<file path="config.mk">
export PLATFORM = sky130hd
export DESIGN_NAME = uart_rx_fifo
export DESIGN_NICKNAME = d
export VERILOG_FILES = /design/src/rtl/uart_rx_fifo.sv
export SDC_FILE = /design/constraint.sdc
export NUM_CORES = 1
export LEC_CHECK = 0
export BUFFER_PORTS_ARGS = -buffer_cell sky130_fd_sc_hd__buf_2
export CORE_ASPECT_RATIO = 0.6
export CORE_MARGIN = 4
export CORE_UTILIZATION = 45
export CTS_BUF_LIST = sky130_fd_sc_hd__clkbuf_16
export CTS_CLUSTER_DIAMETER = 100
export DETAILED_ROUTE_END_ITERATION = 10
export SLEW_MARGIN = 20
export SYNTH_ARGS = -nofsm -noshare
export SYNTH_HDL_FRONTEND = slang
export SYNTH_SLANG_ARGS = --single-unit
</file>
<file path="constraint.sdc">
create_clock -name clk -period 3.2 [get_ports clk]
set_clock_uncertainty 0.2 [all_clocks]
set_input_delay 0.32 -clock clk [delete_from_list [all_inputs] [get_ports clk]]
set_output_delay 0.32 -clock clk [all_outputs]
set_load 0.005 [all_outputs]
</file>
<file path="src/rtl/uart_rx_fifo.sv">
// rtl/uart_rx_fifo.sv - receive-side FWFT character FIFO with error flags, level flag and sticky overrun
module uart_rx_fifo #(
  parameter int DATA_BITS = 8,
  parameter int DEPTH     = 16,
  parameter int THRESHOLD = 8
) (
  input  logic                       clk,
  input  logic                       reset_n,
  input  logic [DATA_BITS-1:0]       rx_data,
  input  logic                       data_ready,
  input  logic                       parity_err,
  input  logic                       frame_err,
  input  logic                       rd_en,
  output logic [DATA_BITS-1:0]       rd_data,
  output logic                       rd_parity_err,
  output logic                       rd_frame_err,
  output logic                       empty,
  output logic                       full,
  output logic [$clog2(DEPTH):0]     count,
  output logic                       level_flag,
  output logic                       overrun,
  input  logic                       overrun_clr
);

  localparam int AW = $clog2(DEPTH);
  localparam int CW = AW + 1;
  localparam int EW = DATA_BITS + 2;

  logic [EW-1:0] mem [DEPTH];
  logic [AW-1:0] wr_ptr;
  logic [AW-1:0] rd_ptr;
  logic [EW-1:0] head;
  logic          push;
  logic          pop;
  logic          drop;

  assign empty      = (count == '0);
  assign full       = (count == CW'(DEPTH));
  assign level_flag = (count >= CW'(THRESHOLD));

  // A full FIFO still accepts a character when the consumer frees a slot in the same cycle.
  assign push = data_ready && (!full || rd_en);
  assign pop  = rd_en && !empty;
  assign drop = data_ready && full && !rd_en;

  always_ff @(posedge clk) begin
    if (push) begin
      mem[wr_ptr] <= {frame_err, parity_err, rx_data};
    end
  end

  always_ff @(posedge clk or negedge reset_n) begin
    if (!reset_n) begin
      wr_ptr  <= '0;
      rd_ptr  <= '0;
      count   <= '0;
      overrun <= 1'b0;
    end else begin
      if (push) begin
        wr_ptr <= wr_ptr + AW'(1);
      end
      if (pop) begin
        rd_ptr <= rd_ptr + AW'(1);
      end
      case ({push, pop})
        2'b10:   count <= count + CW'(1);
        2'b01:   count <= count - CW'(1);
        default: count <= count;
      endcase
      if (drop) begin
        overrun <= 1'b1;
      end else if (overrun_clr) begin
        overrun <= 1'b0;
      end
    end
  end

  assign head          = mem[rd_ptr];
  assign rd_data       = empty ? '0   : head[DATA_BITS-1:0];
  assign rd_parity_err = empty ? 1'b0 : head[DATA_BITS];
  assign rd_frame_err  = empty ? 1'b0 : head[DATA_BITS+1];

endmodule

</file>
==> reports/qor.txt <==
Clock Sinks - 174
Int Pwr - 4.949 mW
Detailed Route Iter0 Violations - 276
vias per cell - 5.528
# IOs - 34
layout cells sized above 1 - 32.46%
maximum vdd drop - 406.0 uV
Yosys Warn Count - 0
final WL - 14.58 mm
Worst-Margin Slew - 1.032 ns
Clock Tree Buf Depth - 2
Reg area - 5156 um2
detailed-router iteration count before antenna repair - 5
Slew headroom - 30.66%
Via Count - 3,411
post-synthesis cell area - 6987 um2
Hold Crit Class - in -> reg
Area Overhead vs Synth - 16.64%
most frequent cells in the layout - edfxtp_1 (160), mux4_2 (37), buf_2 (33)
Place WS - 0.3384 ns
PwrDens - 884.0 nW/um2
Arr. time, crit path - 2.53 ns
placed cell areas - 7548 um2
MaxCap Viol Count - 0
final worst-path cycle share - 95.31%
CTS tree - done
Max Fclk - 327.9 MHz
Final ANT Viol Nets - 0
Sw Ratio - 31.30%
row cnt - 34
met2 Track Usage GR - 23.25%
GR peak layer - met1
Seq/Total Area, Yosys - 73.78%
Inserted Diodes - 0
combinational group share of total power - 31.0%
final setup fails - 0
Finished Layout Cells - 617
Syn Nets - 368
vias in the first global route - 3,423
average wire per standard cell - 23.63 um
minimum clock period - 3.050 ns
Chip Height - 104.5 um
Sw Pwr - 2.255 mW
Fin. Hold Viols - 0
total grt overflow - 0
first-pass GRT wire length - 21.85 mm
CP required - 2.68 ns
initial antenna violation count - 0
min setup slack post-route - 0.1500 ns
status - finished clean
cells after synthesis - 345
Core Box Area - 14,850 um2
GP Congestion - 0.7818
Die Wd - 168.9 um
htree depth - 4
RSZ-0062 raised after global routing - false
Synth cell types - 39
Max Slew Vio Count - 0
die area - 17,650 um2
type of origin of the critical path - flop
Finished Cell Area - 8149 um2
WHS - 0.01768 ns
Initial Util - 47.06%
GR met1 Demand/Resource - 26.66%
FF+latch count, synth - 174
Final HPWL DP - 9.422 mm
Setup Crit Path Kind - reg -> out
share of power burned in registers - 41.8%
DRC viols - 0
met3 Track Usage GR - 5.621%
worst-path maximum fanout - 9
CP Capture Type - output port
area of the multi-input gates - 1738 um2
leakage power - 2.824 nW
Final TNS setup - 0 ns
Clock Pin Slew Worst Setup and Hold Paths - 0.07 ns
clk_lat worst skew - 0.41 ns
clock share of power - 27.2%
mean post-synth cell area - 20.25 um2
CTS root buffer - clkbuf_16
port bufs - 33
Final Net Count - 429
most common cell after layout, fill and taps aside - edfxtp_1
largest net degree at the start of global routing - 39
GRT Total Usage - 17.01%
Filler cells - 1,167
number of placed instances, taps included - 582
TritonCTS buffer count - 17
==> final cells by class <==
cell class | instances | area share [%]
Multi-Input combinational cell | 142 | 21.33
Clock inverter | 15 | 1.720
Clock buffer | 17 | 5.220
Inverter | 11 | 0.5067
Tap cell | 198 | 3.040
Timing Repair Buffer | 60 | 4.913
Sequential cell | 174 | 63.27
==> layer usage <==
layer | wire, um | share of wire [%]
met1 | 7112 | 49
met2 | 6356 | 44
met3 | 1015 | 7.0
met4 | 97 | 0.67
met5 | 0 | 0
==> critical path, stage by stage (launching register included) <==
cell	delay [ns]
dfrtp_1	0.45
or2_1	0.31
or4_1	0.43
buf_4	0.17
nand2_1	0.32
o22ai_1	0.25
buf_2	0.18
==> synth_stat cells, drive strengths merged <==
library cell  count  share of area [%]
xnor2             7               0.88
dfrtp            14                5.0
or2               2               0.18
nor4              4               0.36
nand3b            1               0.11
or3b              1               0.13
nor3b             1               0.11
nor4b             1               0.13
mux4             41                 13
and3              1              0.090
mux2              2               0.32
nor2             10               0.54
clkbuf            6               0.32
and3b             2               0.25
a32oi             1               0.13
o31a              1               0.13
o41ai             1               0.13
mux2i            18                2.6
ha                8                1.4
nor2b             1              0.090
xor2              6               0.75
inv              11               0.59
a21oi             4               0.29
o31ai             1               0.11
or4               1               0.11
nand2             4               0.21
nand4             1              0.090
buf              12               0.90
edfxtp          160                 69
and2              5               0.45
nand2b            2               0.18
nand3             3               0.21
o21ai             3               0.21
o22ai             9               0.81
==> path summary, 6_finish.rpt <==
check                                         to  slack [ns]                  from  cells past startpoint
max                                   rd_data[1]        0.15  count[2]$_DFFE_PN0P_                      6
min                        rd_ptr[2]$_DFFE_PN0P_        0.02                 rd_en                      3
max reg2reg                 count[4]$_DFFE_PN0P_        0.31  count[3]$_DFFE_PN0P_                     10
min reg2reg                 count[4]$_DFFE_PN0P_        0.33  count[4]$_DFFE_PN0P_                      1
max in group asynchronous  rd_ptr[1]$_DFFE_PN0P_        2.38               reset_n                      2
min in group asynchronous   count[2]$_DFFE_PN0P_        0.14               reset_n                      2
==> stage by stage <==
step | power [mW] | util (%)
final | 7.204 | 54.89
after global routing | 7.576 | 54.89
after CTS | 7.275 | 54.85
after detailed placement | 5.312 | 50.84
after global placement | 5.284 | 50.83
after floorplan | 4.450 | -
==> logic make-up after synthesis <==
kind of cell	count (synthesis)	share of synthesized area, %
buf+inv	29	1.809
simple gates	40	3.224
xor+xnor	13	1.630
flops	174	73.78
mux	61	16.33
fa+ha+maj	8	1.433
compound gates	20	1.791
==> registers in the layout, indices dropped and copies added, names as in the netlist <==
register  flops
count         5
mem         160
overrun       1
rd_ptr        4
wr_ptr        4
==> timing repair <==
action,in CTS,in global routing
resized for setup,0,0
hold buffers,3,0
buffers inserted,0,0
setup endpoints to repair,0,0
hold endpoints to repair,15,0
==> power groups by stage <==
stage          Combinational, mW  Clock (mW)  Sequential (mW)
5_1_grt                     2.41        2.13             3.04
3_5_place_dp                2.25           0             3.06
2_1_floorplan               1.52           0             2.93
3_3_place_gp                2.24           0             3.05
4_1_cts                     2.26        2.00             3.01
6_report                    2.23        1.96             3.01
Note: power is estimated with default switching activity, not from simulation.
